<file path="src/rtl/uart_rx_core.sv">
// uart_rx_core
// Serial receive engine for the UART. It recovers 8N1 frames from rx_d using
// 16x oversampling with mid-bit sampling, then queues the received bytes in a
// small FIFO that the host pops with ld_rx_data.
//
// Ports:
//   clk_i        system clock, all state changes on the rising edge
//   rst_i        asynchronous active-low reset
//   baud_rate_i  rate select; 3'b111 fastest, each step down halves the rate
//   rx_d         asynchronous serial line, idle high
//   ld_rx_data   pop request, honoured only while rx_empty = 0
//   rx_data      byte popped most recently (registered)
//   rx_empty     FIFO holds no bytes
//   rx_full      FIFO holds 2**FIFO_AW bytes
//   frame_err    sticky, a stop bit was sampled low
//   overrun_err  sticky, a byte was dropped because the FIFO was full
//   clr_err_i    synchronous clear of both sticky flags
module uart_rx_core #(
  parameter int BASE_DIV = 2,
  parameter int FIFO_AW  = 2
) (
  input  logic       clk_i,
  input  logic       rst_i,
  input  logic [2:0] baud_rate_i,
  input  logic       rx_d,
  input  logic       ld_rx_data,
  output logic [7:0] rx_data,
  output logic       rx_empty,
  output logic       rx_full,
  output logic       frame_err,
  output logic       overrun_err,
  input  logic       clr_err_i
);

  localparam int DEPTH = 1 << FIFO_AW;
  localparam int PW    = $clog2(BASE_DIV * 128) + 1;
  localparam int CW    = FIFO_AW + 1;

  typedef enum logic [1:0] {ST_IDLE, ST_START, ST_DATA, ST_STOP} state_t;

  state_t             state_q, state_d;
  logic               rx_meta, rx_s, rx_prev;
  logic               fall;
  logic [PW-1:0]      per_q, per_next, div_cnt_q;
  logic               tick;
  logic [3:0]         tick_cnt_q, tick_cnt_d;
  logic [2:0]         bit_idx_q, bit_idx_d;
  logic [7:0]         shift_q, shift_d;
  logic               push, frame_set;
  logic [7:0]         mem [DEPTH];
  logic [FIFO_AW-1:0] wr_ptr, rd_ptr;
  logic [CW-1:0]      count;
  logic               pop_ok, push_ok, overrun_set;

  // Two-flop synchronizer on the raw line plus one more flop of history so a
  // falling edge can be seen. All flops idle high so reset never fakes a start.
  always_ff @(posedge clk_i or negedge rst_i) begin
    if (!rst_i) begin
      rx_meta <= 1'b1;
      rx_s    <= 1'b1;
      rx_prev <= 1'b1;
    end else begin
      rx_meta <= rx_d;
      rx_s    <= rx_meta;
      rx_prev <= rx_s;
    end
  end

  assign fall     = rx_prev & ~rx_s;
  assign per_next = PW'(BASE_DIV) << (3'd7 - baud_rate_i);
  assign tick     = (state_q != ST_IDLE) && (div_cnt_q == per_q - PW'(1));

  // Oversample tick divider. The period is captured at start detect so a
  // baud change during a frame only affects the next one.
  always_ff @(posedge clk_i or negedge rst_i) begin
    if (!rst_i) begin
      per_q     <= PW'(BASE_DIV);
      div_cnt_q <= '0;
    end else if (state_q == ST_IDLE) begin
      div_cnt_q <= '0;
      if (fall) per_q <= per_next;
    end else begin
      div_cnt_q <= tick ? '0 : div_cnt_q + PW'(1);
    end
  end

  // Receive FSM state and datapath registers.
  always_ff @(posedge clk_i or negedge rst_i) begin
    if (!rst_i) begin
      state_q    <= ST_IDLE;
      tick_cnt_q <= '0;
      bit_idx_q  <= '0;
      shift_q    <= '0;
    end else begin
      state_q    <= state_d;
      tick_cnt_q <= tick_cnt_d;
      bit_idx_q  <= bit_idx_d;
      shift_q    <= shift_d;
    end
  end

  // Next-state logic. START samples at the 8th tick (middle of the start
  // bit); every later sample is 16 ticks on, i.e. in the middle of each bit.
  // STOP returns to IDLE on the sampling clock so a following start edge
  // immediately after a one-bit stop is not missed.
  always_comb begin
    state_d    = state_q;
    tick_cnt_d = tick_cnt_q;
    bit_idx_d  = bit_idx_q;
    shift_d    = shift_q;
    push       = 1'b0;
    frame_set  = 1'b0;
    case (state_q)
      ST_IDLE: begin
        if (fall) begin
          state_d    = ST_START;
          tick_cnt_d = '0;
        end
      end
      ST_START: begin
        if (tick) begin
          if (tick_cnt_q == 4'd7) begin
            tick_cnt_d = '0;
            bit_idx_d  = '0;
            state_d    = rx_s ? ST_IDLE : ST_DATA;
          end else begin
            tick_cnt_d = tick_cnt_q + 4'd1;
          end
        end
      end
      ST_DATA: begin
        if (tick) begin
          if (tick_cnt_q == 4'd15) begin
            tick_cnt_d         = '0;
            shift_d[bit_idx_q] = rx_s;
            if (bit_idx_q == 3'd7) state_d = ST_STOP;
            else                   bit_idx_d = bit_idx_q + 3'd1;
          end else begin
            tick_cnt_d = tick_cnt_q + 4'd1;
          end
        end
      end
      ST_STOP: begin
        if (tick) begin
          if (tick_cnt_q == 4'd15) begin
            tick_cnt_d = '0;
            push       = rx_s;
            frame_set  = ~rx_s;
            state_d    = ST_IDLE;
          end else begin
            tick_cnt_d = tick_cnt_q + 4'd1;
          end
        end
      end
      default: state_d = ST_IDLE;
    endcase
  end

  // A pop needs a byte present; a push into a full FIFO only succeeds when a
  // pop frees a slot in the same cycle, otherwise the byte is dropped.
  assign rx_empty    = (count == '0);
  assign rx_full     = (count == CW'(DEPTH));
  assign pop_ok      = ld_rx_data & ~rx_empty;
  assign push_ok     = push & (~rx_full | pop_ok);
  assign overrun_set = push & rx_full & ~pop_ok;

  // FIFO storage carries no reset; only pointers and count define validity.
  always_ff @(posedge clk_i) begin
    if (push_ok) mem[wr_ptr] <= shift_q;
  end

  // FIFO pointers, occupancy and the registered output byte.
  always_ff @(posedge clk_i or negedge rst_i) begin
    if (!rst_i) begin
      wr_ptr  <= '0;
      rd_ptr  <= '0;
      count   <= '0;
      rx_data <= 8'h00;
    end else begin
      if (push_ok) wr_ptr <= wr_ptr + FIFO_AW'(1);
      if (pop_ok) begin
        rd_ptr  <= rd_ptr + FIFO_AW'(1);
        rx_data <= mem[rd_ptr];
      end
      case ({push_ok, pop_ok})
        2'b10:   count <= count + CW'(1);
        2'b01:   count <= count - CW'(1);
        default: count <= count;
      endcase
    end
  end

  // Sticky error flags; a set event beats a simultaneous clear.
  always_ff @(posedge clk_i or negedge rst_i) begin
    if (!rst_i) begin
      frame_err   <= 1'b0;
      overrun_err <= 1'b0;
    end else begin
      if (frame_set)      frame_err <= 1'b1;
      else if (clr_err_i) frame_err <= 1'b0;
      if (overrun_set)    overrun_err <= 1'b1;
      else if (clr_err_i) overrun_err <= 1'b0;
    end
  end

endmodule
</file>
<file path="config.mk">
export PLATFORM = sky130hd
export DESIGN_NAME = uart_rx_core
export DESIGN_NICKNAME = d
export VERILOG_FILES = /design/src/rtl/uart_rx_core.sv
export SDC_FILE = /design/constraint.sdc
export NUM_CORES = 1
export LEC_CHECK = 0
export CORE_MARGIN = 5
export CORE_UTILIZATION = 58
export DETAILED_ROUTE_END_ITERATION = 12
export GPL_TIMING_DRIVEN = 0
export PLACE_DENSITY = 0.77
export SYNTH_ARGS = -nofsm -noshare
export SYNTH_HDL_FRONTEND = slang
export SYNTH_SLANG_ARGS = --single-unit
</file>
<file path="constraint.sdc">
create_clock -name clk_i -period 3.4 [get_ports clk_i]
set_input_delay 0.68 -clock clk_i [delete_from_list [all_inputs] [get_ports clk_i]]
set_output_delay 0.68 -clock clk_i [all_outputs]
set_load 0.05 [all_outputs]
</file>
==> key figures <==
Logic synthesis
  – Syn_nets: 339
  – Synthesized flop and latch total: 86
  – Mapped cell area: 4080 um2
  – Synth top area cells: dfrtp_1 (31%), edfxtp_1 (24%), mux4_2 (4.4%)
  – Post-synthesis adder-cell area fraction: between 3 and 4%
  – EDFF count, synth: 32
  – Post-Synthesis Cells: 321
  – Post-synth cell types: 59
  – Ys async rst share: 62.8%
  – Compound-cell area share of the yosys netlist: 7.35%
  – Top FF cell, synth: dfrtp_1
  – Syn avg cell area: 12.7 um2
  – Register area share after synthesis: 56.7%
  – Largest family of logic cells by synthesized area: simple AND/OR/NAND/NOR gates
  – Xor and xnor area share after synthesis: 4.41%
  – Count leader, synth: dfrtp_1
  – Synth top area share: 30.6%
  – Synth area leader: dfrtp_1
  – Post-Synth Simple-Gate Area: between 10% and 20%
  – Yosys warns: 0
  – Mux contribution to synthesized area: between 10% and 20%
  – Most frequent cells after synthesis: dfrtp_1 (50), edfxtp_1 (32), nor2_1 (19)

Worst setup path
  – CP Launch Point: per_q[1]
  – R2R setup slack: between 0.15 and 0.2 ns
  – Reg2Reg Depth: 13
  – R2r endpoint: count[2]
  – CP delay by family, top: simple AND/OR/NAND/NOR gates
  – Worst r2r src: per_q[1]
  – Cell chain of the critical path: inv_1, ha_1, xor2_1, nand4_1, a21o_1, or3_1, buf_6, nor3_2, nor2_1, fa_1, a211oi_1, a31oi_1, xnor2_1
  – Worst path max stage delay: around 0.57 ns
  – Crit path capture type: flop
  – Worst Path Required: 3.64 ns
  – Startpoint types: flop
  – CP max FO: 7
  – Crit path arrival time: 3.45 ns
  – Critical-path top delay cell: dfstp_2
  – WS Path Type: flop to flop
  – Worst path buffer plus inverter count: 2

STA
  – Post-Route Skew: 0.0128 ns
  – Min Tclk post-route: 3.21 ns
  – RSZ-0062 raised after global routing: false
  – Final hold violation count: 0
  – Final period util: 94.4%
  – Fin Hold WS: 0.307 ns
  – Relative slew slack: 21.5%
  – Finish-stage setup viols: 0
  – Fin Setup TNS: 0 ns
  – FMAX: 311 MHz
  – Final Slew Violations: 0
  – Least-Margin Pin Slew: about 1.2 ns

Global routing
  – GR peak layer: met2
  – Met2 Use GR: 30.3%
  – Initial antenna violation count: 0
  – First-pass GRT wire length: 13,000 um
  – Number of global-route vias before repair: 2,611
  – Tot GR Track Use: 19.3%
  – Met1 usage: about a quarter
  – Largest net degree at the start of global routing: 32
  – Met3 Use GR: 4.17%
  – GRT overflow: 0

Clocking
  – Clk root buf: clkbuf_8
  – Clock Pin Slew Worst Setup and Hold Paths: 0.09 ns
  – Setup bufs post-CTS: 0
  – Worst-case clock buffer depth: 2
  – Clock Latency Late Sink: around 0.36 ns
  – Clock sinks: 86
  – CTS tree: done
  – CTS-repair resized insts: 0
  – H-Tree Depth: 3
  – Hold buffers post-CTS: 0
  – Clock buffers created by TritonCTS: 9

Worst hold path
  – Hold Crit Class: primary input to asynchronous set/reset pin

Floorplanning
  – Cell Rows: 30
  – I/O pin total: 20
  – Die height: 93.9 um
  – Starting Density: approximately three fifths
  – Die Area: 8820 um2
  – Core footprint: ~6800 um2
  – DIE WIDTH: 93.9 um

Job
  – Max-cap violations: 0

Layout
  – Post-Layout Cell Count: 452
  – Share of layout cells above drive strength 1: 14.9%
  – # diodes: 0
  – Nets: roughly 370
  – P&R area growth vs syn: 12.8%
  – Post-layout util: 67.4%

Place
  – Routability cong.: 0.798
  – DP HPWL: approximately 5400 um
  – I/O Buffers: 18
  – Placed Instances: 436

Detailed routing
  – Vias per inst: 5.83
  – DRT Wirelength: 7540 um
  – Drt first pass iters: 4
  – Initial detailed-routing violation count: 136
  – DRC violations left: 0
  – Via count: 2,634
  – Wirelength per Cell: 16.7 um
  – Post-route ant nets: 0

Outcome
  – Status: finished clean

Pwr
  – P per Cell Area: 631 nW/um2
  – VDD IR max: 342 uV
  – P_leak: 1.89 nW
  – Total Power: around 0.0029 W
## area by class of cell
type / instances / area [um2]
Fill cell: 513 / 2220
Sequential cell: 86 / 2320
Clock buffer: 9 / 124
Tap cell: 96 / 120
Inverter: 13 / 48.8
Timing Repair Buffer: 19 / 195
Clock inverter: 7 / 83.8
Buffer: 12 / 53.8
Multi-Input combinational cell: 210 / 1660
## metal layers
metal  vias up  wire (um)
li1       1260          -
met1      1306       3490
met2        59       3610
met3         9        361
met4         0         78
met5         -          0
## per-stage QoR
step / worst slack, ns / instance area (um2)
2_1_floorplan: 0.147 / 4080
3_3_place_gp: -0.0286 / 4380
6_report: 0.189 / 4610
5_1_grt: 0.0432 / 4610
4_1_cts: 0.199 / 4610
3_5_place_dp: 0.219 / 4400
## worst max path at each step
stage | cells past startpoint | end | slack [ns]
after CTS | 13 | count[2] | 0.20
final | 13 | count[2] | 0.19
after detailed placement | 13 | count[2] | 0.22
after global placement | 1 | shift_q[6] | -0.03
after floorplan | 8 | count[2] | 0.15
after global routing | 13 | count[2] | 0.04
## worst register-to-register path: stages (launching register included)
cell,delay (ns)
dfstp_2,0.57
inv_1,0.06
ha_1,0.31
xor2_1,0.15
nand4_1,0.11
a21o_1,0.22
or3_1,0.37
buf_6,0.15
nor3_2,0.19
nor2_1,0.09
fa_1,0.40
a211oi_1,0.22
a31oi_1,0.09
xnor2_1,0.16
## power by group
group          switching (W)  internal [W]
registers           0.000128       0.00117
logic               0.000515      0.000350
clock network       0.000393      0.000355
total                0.00104       0.00187
## cell usage in the layout, fill, tap and decap left out, types with 4 or more instances in the layout
master           netlist  layout
dfrtp_1               50      50
o31ai_1                4       4
clkdlybuf4s50_1        0      17
dfstp_2                4       4
mux2_1                 8       8
clkbuf_1               7       7
nor3_1                 7       7
nand4_1                7       7
edfxtp_1              32      32
o41ai_1                5       5
nand3b_1               5       5
and2_1                 5       5
o21ai_0                9       9
nand3_1               17      17
mux4_2                 8       8
ha_1                   9       9
clkbuf_8               0       9
nand2b_1               5       5
nand2_1               15      15
nor2_1                19      19
xnor2_1                8       8
mux2_2                12      12
inv_6                  0       4
inv_1                 13      13
xor2_1                10      10
## state kept, by name, summed over array words and instances (netlist names), 2 cells and up, named ones only
signal      flops
bit_idx_q       3
count           3
div_cnt_q       9
mem            32
per_q           8
rd_ptr          2
rx_data         8
shift_q         8
tick_cnt_q      4
wr_ptr          2
## cells by family (layout without fill, tap and decap cells)
logic type,Yosys count,count (layout)
flip-flops,86,86
buffers and inverters,25,60
XOR/XNOR,19,19
AND/OR/NAND/NOR,108,108
adder cells (fa/ha/maj),10,10
multiplexers,31,31
AO/OA/AOI/OAI,42,42
(Power assumes the default switching activity.)
==> variant 1: new RTL, same flow settings <==
Put one more register stage on the output `frame_err`. The value now appears one clock later. The other outputs are not delayed to match.
--- a/src/rtl/uart_rx_core.sv
+++ b/src/rtl/uart_rx_core.sv
@@ -39,4 +39,6 @@
   typedef enum logic [1:0] {ST_IDLE, ST_START, ST_DATA, ST_STOP} state_t;
 
+  logic frame_err_s0;
+
   state_t             state_q, state_d;
   logic               rx_meta, rx_s, rx_prev;
@@ -194,9 +196,9 @@
   always_ff @(posedge clk_i or negedge rst_i) begin
     if (!rst_i) begin
-      frame_err   <= 1'b0;
+      frame_err_s0 <= 1'b0;
       overrun_err <= 1'b0;
     end else begin
-      if (frame_set)      frame_err <= 1'b1;
-      else if (clr_err_i) frame_err <= 1'b0;
+      if (frame_set)      frame_err_s0 <= 1'b1;
+      else if (clr_err_i) frame_err_s0 <= 1'b0;
       if (overrun_set)    overrun_err <= 1'b1;
       else if (clr_err_i) overrun_err <= 1'b0;
@@ -204,3 +206,7 @@
   end
 
+  always_ff @(posedge clk_i) begin
+    frame_err <= frame_err_s0;
+  end
+
 endmodule
Formal check against the unedited RTL: same outputs for any inputs over 10 cycles, from zero or initial values and one cycle with rst_i low; that may be too few to reach the edited logic, so the function may still have changed.
==> variant 1 against the original RTL <==
  * Setup slack improved by 0.017 ns
  * Routed wire length shrank 1.7%
  * Die area is 0.44% higher
  * Non-clock buffer count unchanged
  * Design area rose by 0.11%
  * Area after synthesis rose by 0.49%
  * Sequential cell count grew 1
  * Power shrank 2.2%
==> variant 1: results (changes against the original RTL) <==
| Metric | Value |
|---|---|
| Status | `completed` |
| Post-Synth XOR/XNOR Area | `4.39% (-0.022 points)` |
| Fillers | `518 (+0.97%)` |
| Post-synthesis adder-cell area fraction | `3.23% (-0.016 points)` |
| Synth top area cells | `dfrtp_1 (30%), edfxtp_1 (23%), mux4_2 (4.4%)` |
| PortBufs | `18 (unchanged)` |
| Root Buffer | `clkbuf_8` |
| Worst Hold Class | `input pin to async pin` |
| Ant. Diodes | `0 (unchanged)` |
| Wire per inst | `16.4 um (-1.9%)` |
| Dpl ws | `0.149 ns (-0.0694 ns)` |
| Initial antenna violation count | `0 (unchanged)` |
| Worst Path Arrival | `3.44 ns (about the same)` |
| Max transition margin | `27.9% (+6.4 points)` |
| Clk_lat worst skew | `0.36 ns (about the same)` |
| CTS buffer count | `9 (unchanged)` |
| Post-Syn Nets | `340 (+0.29%)` |
| Yosys cell types | `60 (+1.7%)` |
| First-pass GRT wire length | `12.8 mm (-1.5%)` |
| Largest register FFs | `32 (unchanged)` |
| Share of cells above drive strength 1 | `15.4% (+0.52 points)` |
| Compound-Gate Fraction of Synth Area | `7.32% (-0.036 points)` |
| CTS clk-pin slew, worst paths | `0.10 ns` |
| Critical path's slowest cell | `dfstp_2` |
| Number of synthesized flops with an enable pin | `32 (unchanged)` |
| Commonest cells in the netlist | `dfrtp_1 (50), edfxtp_1 (32), nor2_1 (19)` |
| Post-CTS setup buffers | `0 (unchanged)` |
| Largest net degree at the start of global routing | `41 (+28%)` |
| DR iter-0 viols | `123 (-9.6%)` |
| # nets final | `370 (+0.27%)` |
| Vias in the first global route | `2701 (+3.4%)` |
| Placed instance area | `0.00442 mm^2 (+0.46%)` |
| Routability cong. | `0.835 (+4.6%)` |
| Synth warnings | `0 (unchanged)` |
| H-tree Lvls | `3 (unchanged)` |
| ANT nets after route | `0 (unchanged)` |
| Gr usage total | `18.8% (-0.50 points)` |
| Max IR drop VDD | `478 uV (+40%)` |
| CP peak stage delay | `0.58 ns` |
| Dpl hpwl | `5.45 mm (+0.56%)` |
| Crit-path max FO | `7 (unchanged)` |
| Biggest regs | `mem (32), div_cnt_q (9)` |
| Static Leakage | `1.89 nW (about the same)` |
| Mux cell area share after synthesis | `10.6% (-0.052 points)` |
| Seq/Total Area, Yosys | `57.0% (+0.21 points)` |
| Pint | `1.82 mW (-3.0%)` |
| Pre-antenna DRT Iters | `4 (unchanged)` |
| Setup Skew | `0.0132 ns (+0.000415 ns)` |
| CTS max path bufs | `2 (unchanged)` |
| Vias per cell | `5.78 (-0.79%)` |
| Async SR Flop Fraction | `62.1% (-0.72 points)` |
[variant 1: cell types whose count changed after synthesis, sizes merged]
cell / before / now
dfxtp: 0 / 1
[variant 1: power groups by stage]
stage | clock network, mW | logic (mW) | registers (mW)
2_1_floorplan | 0 | 0.671 | 1.29
3_3_place_gp | 0 | 0.827 | 1.32
3_5_place_dp | 0 | 0.862 | 1.32
4_1_cts | 0.690 | 0.866 | 1.30
5_1_grt | 0.738 | 0.963 | 1.32
6_report | 0.674 | 0.868 | 1.30
[variant 1: path summary, 6_finish.rpt]
path / startpoint / to / slack, ns / depth (start not counted)
max in group asynchronous: rst_i / per_q[1] / 2.57 / 2
min in group clk_i: rx_meta / rx_s / 0.36 / 0
worst min-delay path: rst_i / rx_data[0] / 0.23 / 1
worst max register to register: per_q[1] / count[2] / 0.21 / 13
worst min register to register: rx_meta / rx_s / 0.36 / 0
worst max-delay path: per_q[1] / count[2] / 0.21 / 13
[variant 1: area by class of cell]
type                    instances  area (um^2)  area share, %
plain buffers                  12         53.8           1.17
flip-flops and latches         87         2340           50.7
repair buffers                 19          195           4.23
inverters                      13         48.8           1.06
well taps                      96          120           2.60
clock inverters                 7         61.3           1.33
clock buffers                   9          124           2.69
multi-input cells             210         1670           36.2
[variant 1: worst max-delay path: cells and delay by family, from the launching register on]
kind | cells | cell delay (ns)
AND/OR/NAND/NOR | 4 | 0.75
adder cells (fa/ha/maj) | 2 | 0.70
flip-flops | 1 | 0.58
AO/OA/AOI/OAI | 3 | 0.53
XOR/XNOR | 2 | 0.33
buffers and inverters | 2 | 0.21
[variant 1: repair_timing]
item                                    in CTS  in global routing
resized for setup                            0                  2
endpoints found under the setup margin       0                  1
hold buffers                                 0                  0
[variant 1: cell families (layout without fill, tap and decap cells)]
group | count (synthesis) | in the layout
AOI/OAI and AO/OA | 42 | 42
xor gates and xnor gates | 19 | 19
adders and majority gates | 10 | 10
buffers and inverters | 25 | 60
DFF | 87 | 87
muxes | 31 | 31
and+or+nand+nor | 108 | 108
[variant 1: per-stage QoR]
step / setup TNS [ns] / instances
3_5_place_dp: 0 / 437
5_1_grt: 0 / 453
4_1_cts: 0 / 453
2_1_floorplan: 0 / 322
6_report: 0 / 453
3_3_place_gp: -1.94 / 436
[variant 1: per-layer routing]
metal / global-route usage [%] / wire [um] / vias to the layer above
li1: - / - / 1259
met1: 22.8 / 3290 / 1314
met2: 32.8 / 3840 / 40
met3: 5.13 / 216 / 6
met4: 5.29 / 66 / 0
met5: 0 / 0 / -
==> variant 2: new RTL, config.mk and constraints unchanged <==
Made on the original files. `BASE_DIV`: 2 -> 1.
--- a/src/rtl/uart_rx_core.sv
+++ b/src/rtl/uart_rx_core.sv
@@ -17,5 +17,5 @@
 //   clr_err_i    synchronous clear of both sticky flags
 module uart_rx_core #(
-  parameter int BASE_DIV = 2,
+  parameter int BASE_DIV = 1,
   parameter int FIFO_AW  = 2
 ) (
Function: no difference found for any inputs over 10 cycles, from zero or initial values and one cycle with rst_i low; that may be too few to reach the edited logic, so the function may still have changed.
==> variant 2 against the original RTL <==
  * Global-route usage decreased by 1.6 points
  * Routed wire length decreased by 10%
  * Via count down 7.4%
  * Power increased by 13%
  * Setup slack gained 0.22 ns
  * Clock skew down 0.0032 ns
  * Area after synthesis is 1.7% lower
  * Sequential cell count fell by 1
  * Maximum frequency up 7.5%
  * Combinational power grew 39%
  * Sequential power grew 4%
  * Design area is 1.6% lower
==> variant 2: results (changes against the original RTL) <==
| Metric | Value |
|---|---|
| Core box area | `0.00676 mm^2 (-1.1%)` |
| Inst Count DP | `405 (-7.1%)` |
| Clk_lat worst skew | `roughly 0.37 ns` |
| DRC Markers | `0 (unchanged)` |
| Post-synthesis area per instance | `13.2 um^2 (+3.5%)` |
| Detailed-route via count | `2438 (-7.4%)` |
| Met1 Usage GRT | `21.8% (-4.7 points)` |
| Commonest cells in the netlist | `dfrtp_1 (49), edfxtp_1 (32), nand2_1 (21), nand3_1 (21), nor2_1 (18)` |
| Crit-path max FO | `5 (-2)` |
| Placed instance area | `0.00432 mm^2 (-1.8%)` |
| Max IR drop VDD | `404 uV (+18%)` |
| Seq/Total Area, Yosys | `57.1% (+0.35 points)` |
| CTS Sinks | `85 (-1.2%)` |
| Met3 Usage GRT | `5.47% (+1.3 points)` |
| Async SR Flop Fraction | `62.4% (-0.44 points)` |
| Multi-In Gates | `196 (-6.7%)` |
| Fillers | `490 (-4.5%)` |
| First-pass GRT wire length | `11.7 mm (-9.9%)` |
| Synth top area cells | `dfrtp_1 (31%), edfxtp_1 (24%), mux4_2 (4.5%)` |
| PortBufs | `19 (+1)` |
| Dpl ws | `0.171 ns (-0.0471 ns)` |
| DR iter-0 viols | `71 (-48%)` |
| Static Leakage | `1.83 nW (-3.1%)` |
| Clk tree area frac | `4.50% (-0.0081 points)` |
| FF-to-FF path depth | `11 (-2)` |
| Gr usage total | `17.6% (-1.6 points)` |
| Setup Skew | `0.00961 ns (-0.00319 ns)` |
| FF-to-FF End | `count[2]` |
| Status | `completed` |
| Post-route met1 wirelength | `3.01 mm (-14%)` |
| H-tree Lvls | `3 (unchanged)` |
| Non-Clock Inverter Count | `11 (-2)` |
| Reg2Reg Setup Slack | `0.41 ns (+0.22 ns)` |
| Fraction of area in multi-input gates | `34.8% (-1.3 points)` |
| Yosys cell types | `59 (unchanged)` |
| Share of cells above drive strength 1 | `20.8% (+5.9 points)` |
| Wire per inst | `16.0 um (-3.8%)` |
| Post-Syn Nets | `323 (-4.7%)` |
| Routability cong. | `0.757 (-5.1%)` |
| Non-Clock Buffer Area Fraction | `7.01% (+1.6 points)` |
| CP Launch Point | `per_q[0]` |
| Minimum hold slack | `0.206 ns (-0.101 ns)` |
| # nets final | `355 (-3.8%)` |
| Fin util | `67.1% (-0.36 points)` |
| FF+latch area | `0.00229 mm^2 (-1.1%)` |
| Largest net degree at the start of global routing | `42 (+31%)` |
| WL met3 | `260 um (-28%)` |
| Max transition margin | `48.0% (+26 points)` |
| Non-clk bufs | `34 (+9.7%)` |
| Fin cells | `422 (-6.6%)` |
| Dpl hpwl | `4.83 mm (-11%)` |
| Vias in the first global route | `2490 (-4.6%)` |
| Met2 WL | `3.39 mm (-6.0%)` |
| Global Route met2 Usage | `29.7% (-0.64 points)` |
| CTS clk-pin slew, worst paths | `0.09 ns (about the same)` |
| Post-route worst setup slack | `0.412 ns (+0.223 ns)` |
==> variant 2: worst max-delay path, stage by stage (launching register included) <==
cell and delay, ns:
dfstp_2 0.58, inv_1 0.05, ha_1 0.26, o21ba_1 0.21, a221oi_2 0.26, a41oi_1 0.10, nor4_4 0.35, a31oi_1 0.19
fa_1 0.42, a311oi_1 0.22, a31oi_1 0.10, xnor2_1 0.14
==> variant 2: cells by family (layout without fill, tap and decap cells) <==
logic type	count (synthesis)	in the layout	synth area share (%)
AOI/OAI and AO/OA	37	37	7.14
xor gates and xnor gates	20	20	4.36
adders and majority gates	10	10	3.30
buffers and inverters	24	61	3.65
DFF	85	85	57.1
muxes	30	30	10.8
and+or+nand+nor	99	99	13.6
==> variant 2: power breakdown <==
part	switching, mW	internal, mW	total [mW]
combinational	0.670	0.529	1.20
clock	0.387	0.348	0.736
sequential	0.137	1.21	1.35
